<file path="src/rtl/aes_job_sequencer.sv">
`default_nettype none
// ============================================================================
// Module   : aes_job_sequencer
// Purpose  : Runs one job at a time through an external AES core and queues
//            tagged results (OK or timeout) in a first-word-fall-through FIFO.
// Revision : 1.0 - initial release
// ============================================================================
module aes_job_sequencer #(
   parameter int TIMEOUT_CYCLES = 64,
   parameter int RES_DEPTH      = 4
) (
   input  logic        clk_main_a0,
   input  logic        rst_main_n_sync,
   input  logic        cmd_valid,
   output logic        cmd_ready,
   input  logic [3:0]  cmd_key,
   input  logic [3:0]  cmd_data,
   output logic        aes_rst,
   output logic [3:0]  aes_key_in,
   output logic [3:0]  aes_d_in,
   input  logic [4:0]  aes_d_out,
   input  logic        aes_d_vld,
   input  logic        res_rd,
   output logic [31:0] res_dout,
   output logic        res_empty,
   output logic        busy,
   output logic        timeout_err,
   input  logic        clear_err,
   output logic [15:0] job_count
);

   localparam int c_ptr_w = (RES_DEPTH > 1) ? $clog2(RES_DEPTH) : 1;
   localparam int c_cnt_w = $clog2(RES_DEPTH + 1);
   localparam int c_tmr_w = (TIMEOUT_CYCLES > 1) ? $clog2(TIMEOUT_CYCLES) : 1;
   localparam logic [c_cnt_w-1:0] c_depth    = c_cnt_w'(RES_DEPTH);
   localparam logic [c_tmr_w-1:0] c_tmr_last = c_tmr_w'(TIMEOUT_CYCLES - 1);

   typedef enum logic [2:0] {
      S_IDLE    = 3'd0,
      S_LOAD    = 3'd1,
      S_RUN     = 3'd2,
      S_STORE   = 3'd3,
      S_RECOVER = 3'd4
   } state_t;

   state_t               r_state;
   logic [c_tmr_w-1:0]   r_timer;
   logic [4:0]           r_d_out;
   logic [15:0]          r_job_count;
   logic                 r_cmd_ready;
   logic                 r_aes_rst;
   logic                 r_busy;
   logic                 r_timeout_err;
   logic [3:0]           r_key;
   logic [3:0]           r_data;

   logic [31:0]          r_mem [RES_DEPTH];
   logic [c_ptr_w-1:0]   r_wr_ptr;
   logic [c_ptr_w-1:0]   r_rd_ptr;
   logic [c_cnt_w-1:0]   r_count;

   logic                 w_accept;
   logic                 w_push;
   logic                 w_pop;
   logic                 w_room;
   logic [c_cnt_w-1:0]   w_cnt_nxt;
   logic [31:0]          w_push_data;

   assign w_accept  = cmd_valid && r_cmd_ready;
   assign w_push    = (r_state == S_STORE) || (r_state == S_RECOVER);
   assign w_pop     = res_rd && (r_count != '0);
   assign w_room    = (w_cnt_nxt < c_depth);

   always_comb begin
      w_cnt_nxt = r_count;
      if (w_push && !w_pop) begin
         w_cnt_nxt = r_count + c_cnt_w'(1);
      end else if (!w_push && w_pop) begin
         w_cnt_nxt = r_count - c_cnt_w'(1);
      end
   end

   // The tag byte is the pre-increment job count, so ids start at 0.
   always_comb begin
      w_push_data = {16'h0000, r_job_count[7:0], 3'b000, r_d_out};
      if (r_state == S_RECOVER) begin
         w_push_data = {1'b1, 15'h0000, r_job_count[7:0], 8'h00};
      end
   end

   always_ff @(posedge clk_main_a0 or negedge rst_main_n_sync) begin
      if (!rst_main_n_sync) begin
         r_state       <= S_IDLE;
         r_timer       <= '0;
         r_d_out       <= '0;
         r_job_count   <= '0;
         r_cmd_ready   <= 1'b0;
         r_aes_rst     <= 1'b1;
         r_busy        <= 1'b0;
         r_timeout_err <= 1'b0;
         r_key         <= '0;
         r_data        <= '0;
      end else begin
         // A timeout set later in this block overrides a same-cycle clear.
         if (clear_err) begin
            r_timeout_err <= 1'b0;
         end
         case (r_state)
            S_IDLE: begin
               if (w_accept) begin
                  r_state     <= S_LOAD;
                  r_key       <= cmd_key;
                  r_data      <= cmd_data;
                  r_aes_rst   <= 1'b1;
                  r_busy      <= 1'b1;
                  r_cmd_ready <= 1'b0;
               end else begin
                  r_aes_rst   <= 1'b0;
                  r_busy      <= 1'b0;
                  r_cmd_ready <= w_room;
               end
            end
            S_LOAD: begin
               r_state   <= S_RUN;
               r_aes_rst <= 1'b0;
               r_timer   <= '0;
            end
            S_RUN: begin
               if (aes_d_vld) begin
                  r_state <= S_STORE;
                  r_d_out <= aes_d_out;
               end else if (r_timer == c_tmr_last) begin
                  r_state       <= S_RECOVER;
                  r_timeout_err <= 1'b1;
                  r_aes_rst     <= 1'b1;
               end else begin
                  r_timer <= r_timer + c_tmr_w'(1);
               end
            end
            S_STORE, S_RECOVER: begin
               r_state     <= S_IDLE;
               r_aes_rst   <= 1'b0;
               r_busy      <= 1'b0;
               r_cmd_ready <= w_room;
               r_job_count <= r_job_count + 16'd1;
            end
            default: begin
               r_state     <= S_IDLE;
               r_aes_rst   <= 1'b0;
               r_busy      <= 1'b0;
               r_cmd_ready <= 1'b0;
            end
         endcase
      end
   end

   // Storage needs no reset: res_dout is masked to zero while empty.
   always_ff @(posedge clk_main_a0) begin
      if (w_push) begin
         r_mem[r_wr_ptr] <= w_push_data;
      end
   end

   always_ff @(posedge clk_main_a0 or negedge rst_main_n_sync) begin
      if (!rst_main_n_sync) begin
         r_wr_ptr <= '0;
         r_rd_ptr <= '0;
         r_count  <= '0;
      end else begin
         if (w_push) begin
            r_wr_ptr <= r_wr_ptr + c_ptr_w'(1);
         end
         if (w_pop) begin
            r_rd_ptr <= r_rd_ptr + c_ptr_w'(1);
         end
         r_count <= w_cnt_nxt;
      end
   end

   assign res_empty   = (r_count == '0);
   assign res_dout    = res_empty ? 32'h0000_0000 : r_mem[r_rd_ptr];
   assign cmd_ready   = r_cmd_ready;
   assign aes_rst     = r_aes_rst;
   assign aes_key_in  = r_key;
   assign aes_d_in    = r_data;
   assign busy        = r_busy;
   assign timeout_err = r_timeout_err;
   assign job_count   = r_job_count;

endmodule
`default_nettype wire

</file>
<file path="config.mk">
export PLATFORM = sky130hd
export DESIGN_NAME = aes_job_sequencer
export DESIGN_NICKNAME = d
export VERILOG_FILES = /design/src/rtl/aes_job_sequencer.sv
export SDC_FILE = /design/constraint.sdc
export NUM_CORES = 1
export LEC_CHECK = 0
export CORE_ASPECT_RATIO = 0.5
export CORE_MARGIN = 4
export CORE_UTILIZATION = 35
export CTS_CLUSTER_DIAMETER = 120
export DETAILED_ROUTE_END_ITERATION = 12
export GPL_ROUTABILITY_DRIVEN = 0
export PLACE_DENSITY = 0.54
export REMOVE_ABC_BUFFERS = 1
export SYNTH_ARGS = -nofsm -noshare
export SYNTH_HDL_FRONTEND = slang
export SYNTH_SLANG_ARGS = --single-unit
</file>
<file path="constraint.sdc">
create_clock -name clk_main_a0 -period 7.4 [get_ports clk_main_a0]
set_clock_uncertainty 0.15 [all_clocks]
set_input_delay 1.48 -clock clk_main_a0 [delete_from_list [all_inputs] [get_ports clk_main_a0]]
set_output_delay 1.48 -clock clk_main_a0 [all_outputs]
set_load 0.01 [all_outputs]
</file>
==> results by group, run 1 <==
Finish
  • Diode count: 0
  • Fillers: 1169
  • Area Growth Syn to Fin: 19.6%
  • Sequential Area: 2910 um2
  • Nets: 407
  • Area of the multi-input gates: 1550 um2
  • Share of layout cells above drive strength 1: 15.4%

Global routing
  • Vias in the first global route: 2727
  • First-pass GRT wire length: 14.5 mm
  • GRT Util Overall: 12.0%
  • Largest net degree at the start of global routing: 50
  • Grt total ovfl: 0
  • Initial antenna violation count: 0

Min path
  • Worst hold stages: 1
  • Hold_sp: job_count[15]$_DFFE_PN0P_
  • Hold Path Class: flip-flop to flip-flop
  • Min-Delay Endpoint: job_count[15]$_DFFE_PN0P_

Synthesis
  • Yosys warning total: 0
  • Simple-gate share of the synthesized area: 10.9%
  • Post-synthesis average cell area: 14.5 um2
  • Synthesized area: 4690 um2
  • Leading area contributor after synthesis: edfxtp_1
  • Seq cells post-synth: 105
  • EDFF count, synth: 56
  • Sequential-to-total area share from yosys stat: 62.0%
  • Synth Area in Compound Gates: 3.44%
  • Main synth FF type: edfxtp_1
  • Largest family of logic cells by synthesized area: simple AND/OR/NAND/NOR gates
  • XOR/XNOR Fraction of Synth Area: 3.55%
  • Netlist cell types: 45
  • Dominant cells by area after synthesis: edfxtp_1, dfrtp_1, mux4_2
  • Mapped Cells: 324
  • Yosys top cell area share: 35.9%
  • Asr flop ratio synth: 46.7%
  • Proportion of synthesized area in mux cells: 10.5%
  • Synth Area in Adders: 2.93%

Detailed routing
  • Initial DRC Count: 111
  • # DRC: 0
  • Drt first pass iters: 4
  • Vias per inst: 4.75
  • Routed via count: 2624
  • Drt wl/cell: 16.1 um
  • Wire length on met1: 4.01 mm
  • Post-Route WL: 8.89 mm
  • Met2 routed WL: 4.29 mm
  • Top Layer Used: met4
  • Routed Antenna Nets: 0
  • Met3 wire length: 508 um

Critical path
  • Setup crit start kind: flip-flop
  • CP max FO: 16
  • Worst-case reg-to-reg path depth: 3
  • R2R Path Start: r_state[0]$_DFFE_PN0P_
  • Critical-path cell list: mux4_2, nor2b_1, clkdlybuf4s50_1
  • Slowest stage cell, crit path: dfrtp_1
  • Critical path data required time: 5770 ps
  • FF-to-FF End: r_mem[1][12]$_DFFE_PP_
  • Worst EP arrival: 2620 ps
  • Endpoint type of the worst setup path: primary output
  • Reg2reg setup slack: 4590 ps
  • Critical path type: flip-flop to primary output
  • Critical path buffers and inverters: 1
  • CP top delay family: flip-flops
  • Worst path max stage delay: 1010 ps

Clocking
  • Clock Latency Late Sink: 340 ps
  • Root buf cell: clkbuf_16
  • H-tree Lvls: 3
  • TritonCTS clock tree: yes
  • Resize count post-CTS: 0
  • Total CTS buffers: 9
  • CTS Buffer Depth: 2
  • TritonCTS Sinks: 105
  • Clock-pin slew on the worst setup and hold paths: 70 ps
  • Post-CTS setup buffers: 0
  • Cts-stage hold buffer count: 0

Timing
  • Post-layout minimum cycle time: 4250 ps
  • Fin. Hold Viols: 0
  • WHS: 326 ps
  • Setup Viol. Count Final: 0
  • Slew HR: 18.8%
  • Final setup TNS: 0 ps
  • Tightest Pin Transition: 1210 ps
  • Final Cycle Share: 57.5%
  • RSZ-0062 raised after global routing: no
  • Pins Over Slew Limit: 0
  • Max Freq: 235 MHz

Power
  • Pwr Density: 359 nW/um2
  • Max IR drop VDD: 0.000145 V
  • Leak: 2.13 nW

Floorplan
  • Die area: 15400 um2
  • FP Rows: 29
  • Ports: 80
  • Core footprint: 12900 um2
  • Die Y: 89.9 um
  • Initial Utilization: 36.4%
  • Die Wd: 172 um

Run status
  • Status: completed

Placement
  • I/O Buffers: 61
  • DP HPWL: 5.98 mm

Run
  • Maxcap violations: 0
-- layout by cell type, fill, tap and decap left out, types with 2 or more instances in the layout --
cell             netlist  layout
clkbuf_16              0       9
nand2_1               20      20
o21ai_0                6       6
a31o_2                 2       2
xnor2_1               16      16
xor2_1                 3       3
nand4_1                8       8
a211oi_1               2       2
mux2_2                15      15
and2_2                 5       5
a21oi_1                2       2
clkdlybuf4s50_1        0      60
and2_1                 4       4
nand3b_1               4       4
inv_8                  0       3
nor2b_1               14      14
dfrtp_1               48      48
ha_1                  11      11
nand3_1               12      12
mux4_2                14      14
nor2_1                 7       7
and3_1                 5       5
inv_1                 13      13
edfxtp_1              56      56
conb_1                 1      18
and4_1                 2       2
-- power breakdown --
part	internal (mW)	total, mW	switching (mW)
clock network	0.238	0.460	0.223
logic	0.382	0.654	0.271
registers	0.759	0.900	0.141
total	1.38	2.01	0.635
-- worst max-delay path by stage --
stage | endpoint | start | slack [ps] | cells past startpoint
floorplan | aes_d_in[0]$_DFFE_PN0P_ | cmd_valid | 4180 | 3
CTS | res_dout[9] | r_rd_ptr[0]$_DFFE_PN0P_ | 3060 | 3
detailed placement | res_dout[9] | r_rd_ptr[0]$_DFFE_PN0P_ | 3430 | 3
global route | res_dout[9] | r_rd_ptr[0]$_DFFE_PN0P_ | 2940 | 3
finish | res_dout[9] | r_rd_ptr[0]$_DFFE_PN0P_ | 3150 | 3
global placement | res_dout[9] | r_rd_ptr[0]$_DFFE_PN0P_ | 3440 | 3
-- cell usage after synthesis (2+ instances only) --
| library cell | instances |
|---|---|
| buf_4 | 27 |
| dfrtp_1 | 48 |
| and2_2 | 5 |
| and2_1 | 4 |
| xnor2_1 | 16 |
| nand3_1 | 12 |
| nor2_1 | 7 |
| ha_1 | 11 |
| nand4_1 | 8 |
| edfxtp_1 | 56 |
| clkbuf_1 | 3 |
| inv_1 | 13 |
| a31o_2 | 2 |
| and3_1 | 5 |
| xor2_1 | 3 |
| nand3b_1 | 4 |
| nor2b_1 | 14 |
| buf_6 | 2 |
| buf_2 | 4 |
| mux4_2 | 14 |
| a211oi_1 | 2 |
| mux2_2 | 15 |
| and4_1 | 2 |
| o21ai_0 | 6 |
| a21oi_1 | 2 |
| nand2_1 | 20 |
-- kinds of logic (layout without fill, tap and decap cells) --
group                    count (synthesis)  after routing
other                                    1             18
flip-flops                             105            105
buffers and inverters                   49             90
multiplexers                            30             30
AND/OR/NAND/NOR                         89             89
AO/OA/AOI/OAI                           20             20
adder cells (fa/ha/maj)                 11             11
XOR/XNOR                                19             19
-- state kept, by name, indices dropped and copies added, names as in the netlist --
register / cells
busy: 1
cmd_ready: 1
r_state: 3
r_timer: 6
r_mem: 56
r_count: 3
timeout_err: 1
r_d_out: 5
aes_d_in: 4
aes_rst: 1
aes_key_in: 4
r_rd_ptr: 2
r_wr_ptr: 2
job_count: 16
-- per-layer routing --
layer	up-vias	GRT usage (%)
met1	1324	15.4
met2	62	19.9
li1	1230	-
met4	0	3.36
met3	8	3.29
met5	-	0
-- cell type report --
cell class | count | share of cell area (%)
Sequential cell | 105 | 51.9
Multi-Input combinational cell | 187 | 27.5
Timing Repair Buffer | 61 | 10.8
Clock buffer | 10 | 4.08
Tap cell | 170 | 3.79
Clock inverter | 6 | 1.05
Inverter | 13 | 0.870
-- per-stage QoR --
step	instance area (um2)	worst slack [ps]	instances	power (mW)	utilization, %
final	5610	3150	552	2.01	43.5
after global routing	5610	2940	552	2.14	43.5
after CTS	5610	3060	552	2.05	43.5
after detailed placement	5320	3430	536	1.58	41.3
after global placement	5320	3440	536	1.55	41.3
after floorplan	4500	4180	305	1.25	-
Note: power is estimated with default switching activity, not from simulation.
==> run 2: changes to the inputs <==
PLACE_DENSITY = 0.56   (was 0.54)
clock period = 3.5 ns   (was 7.4 ns; I/O delays follow)
==> results by group, run 2 (synthesis results as in run 1) <==
Run status
  • Status: completed

Floorplan
  • Die area: 15400 um2 (unchanged)
  • FP Rows: 29 (unchanged)
  • Core footprint: 12900 um2 (unchanged)
  • Die Y: 89.9 um (unchanged)
  • Ports: 80 (unchanged)
  • Initial Utilization: 36.4% (unchanged)
  • Die Wd: 172 um (unchanged)

Timing
  • Slew HR: 48.2% (+29 points)
  • Final setup TNS: 0 ps (unchanged)
  • Post-layout minimum cycle time: 3100 ps
  • RSZ-0062 raised after global routing: no
  • WHS: 167 ps (-159 ps)
  • Setup Viol. Count Final: 0 (unchanged)
  • Tightest Pin Transition: 777 ps (-431 ps)
  • Fin. Hold Viols: 0 (unchanged)
  • Max Freq: 323 MHz
  • Final Cycle Share: 88.5%
  • Pins Over Slew Limit: 0 (unchanged)

Global routing
  • GRT Util Overall: 12.1% (+0.10 points)
  • Grt total ovfl: 0 (unchanged)
  • Vias in the first global route: 2823 (+3.5%)
  • First-pass GRT wire length: 14.5 mm (-0.28%)
  • Largest net degree at the start of global routing: 30 (-40%)
  • Initial antenna violation count: 0 (unchanged)

Clocking
  • Post-CTS setup buffers: 0 (unchanged)
  • CTS Buffer Depth: 2 (unchanged)
  • Clock Latency Late Sink: 340 ps (about the same)
  • TritonCTS Sinks: 105 (unchanged)
  • TritonCTS clock tree: yes
  • Clock-pin slew on the worst setup and hold paths: 70 ps (about the same)
  • Cts-stage hold buffer count: 0 (unchanged)
  • Resize count post-CTS: 0 (unchanged)
  • Root buf cell: clkbuf_16
  • Total CTS buffers: 9 (unchanged)
  • H-tree Lvls: 3 (unchanged)

Detailed routing
  • Routed Antenna Nets: 0 (unchanged)
  • Initial DRC Count: 90 (-19%)
  • Drt first pass iters: 4 (unchanged)
  • Drt wl/cell: 15.9 um (-1.4%)
  • # DRC: 0 (unchanged)
  • Vias per inst: 4.69 (-1.4%)
  • Post-Route WL: 8.90 mm (about the same)
  • Routed via count: 2624 (unchanged)

Power
  • Pwr Density: 753 nW/um2 (+110%)
  • Max IR drop VDD: 0.000314 V (+120%)
  • Leak: 2.17 nW (+2.0%)

Critical path
  • Worst EP arrival: 2250 ps (-370 ps)
  • Critical path buffers and inverters: 1 (unchanged)
  • Setup crit start kind: flip-flop
  • CP max FO: 15 (-1)
  • Worst path max stage delay: 850 ps (-160 ps)
  • Critical-path cell list: mux4_2, nor2b_1, clkdlybuf4s50_1
  • CP top delay family: flip-flops
  • Endpoint type of the worst setup path: primary output
  • Slowest stage cell, crit path: dfrtp_1
  • Critical path data required time: 2650 ps (-3120 ps)
  • Critical path type: flip-flop to primary output

Finish
  • Commonest cells after routing, fill and taps aside: clkdlybuf4s50_1, edfxtp_1, dfrtp_1
  • Fillers: 1135 (-2.9%)
  • Diode count: 0 (unchanged)
  • Commonest non-fill, non-tap cell in the layout: clkdlybuf4s50_1
  • Largest register FFs: 56 (unchanged)
  • Area Growth Syn to Fin: 20.8%
  • Top reg by flops: r_mem
  • Nets: 415 (+2.0%)
  • Share of layout cells above drive strength 1: 17.2% (+1.7 points)

Placement
  • I/O Buffers: 61 (unchanged)
  • DP HPWL: 6.14 mm (+2.7%)

Min path
  • Hold Path Class: primary input to async pin

Run
  • Maxcap violations: 0 (unchanged)
run 2: power breakdown:
| part | internal [mW] | switching, mW | total, mW |
|---|---|---|---|
| Combinational | 0.827 | 0.637 | 1.46 |
| Clock | 0.498 | 0.455 | 0.953 |
| Sequential | 1.60 | 0.246 | 1.85 |
run 2: final timing paths:
kind | to | slack [ps] | from | cells after the start
max | res_dout[11] | 400 | r_rd_ptr[1]$_DFFE_PN0P_ | 3
min | job_count[6]$_DFFE_PN0P_ | 170 | rst_main_n_sync | 1
max reg2reg | cmd_ready$_DFFE_PN0N_ | 810 | r_state[0]$_DFFE_PN0P_ | 7
min reg2reg | job_count[15]$_DFFE_PN0P_ | 330 | job_count[15]$_DFFE_PN0P_ | 1
max in group asynchronous | aes_rst$_DFFE_PN1P_ | 2220 | rst_main_n_sync | 2
min in group clk_main_a0 | job_count[15]$_DFFE_PN0P_ | 330 | job_count[15]$_DFFE_PN0P_ | 1
run 2: area by class of cell:
class	count	area [um2]	area share, %
Clock buffer	10	229	4.04
Clock inverter	6	55.1	0.972
Inverter	13	48.8	0.861
Multi-Input combinational cell	187	1550	27.3
Sequential cell	105	2910	51.3
Tap cell	170	213	3.75
Timing Repair Buffer	69	666	11.7
run 2: worst reg2reg max path, cell delays in order (launching register included):
cell       delay, ps
dfrtp_1          510
or3b_1           650
nand2_1          390
ha_1             330
mux2_2           350
nor2_1           110
o2bb2ai_1         90
nand2_1           50
run 2: metal layers:
layer	wire, um	vias up	share of wire, %	track usage, %
met3	499	7	5.6	3.77
met2	4390	71	49	20.0
met5	0	-	0	0
met4	85	0	0.96	3.89
met1	3920	1302	44	15.1
li1	-	1244	-	-
run 2: through the flow:
| step | instance area [um2] | cells | utilization, % | setup WS [ps] | total power, mW |
|---|---|---|---|---|---|
| 2_1_floorplan | 4500 | 305 | - | 1060 | 2.65 |
| 3_3_place_gp | 5380 | 544 | 41.8 | 765 | 3.32 |
| 3_5_place_dp | 5380 | 544 | 41.8 | 736 | 3.37 |
| 4_1_cts | 5670 | 560 | 44.0 | 347 | 4.34 |
| 5_1_grt | 5670 | 560 | 44.0 | 267 | 4.54 |
| 6_report | 5670 | 560 | 44.0 | 402 | 4.27 |
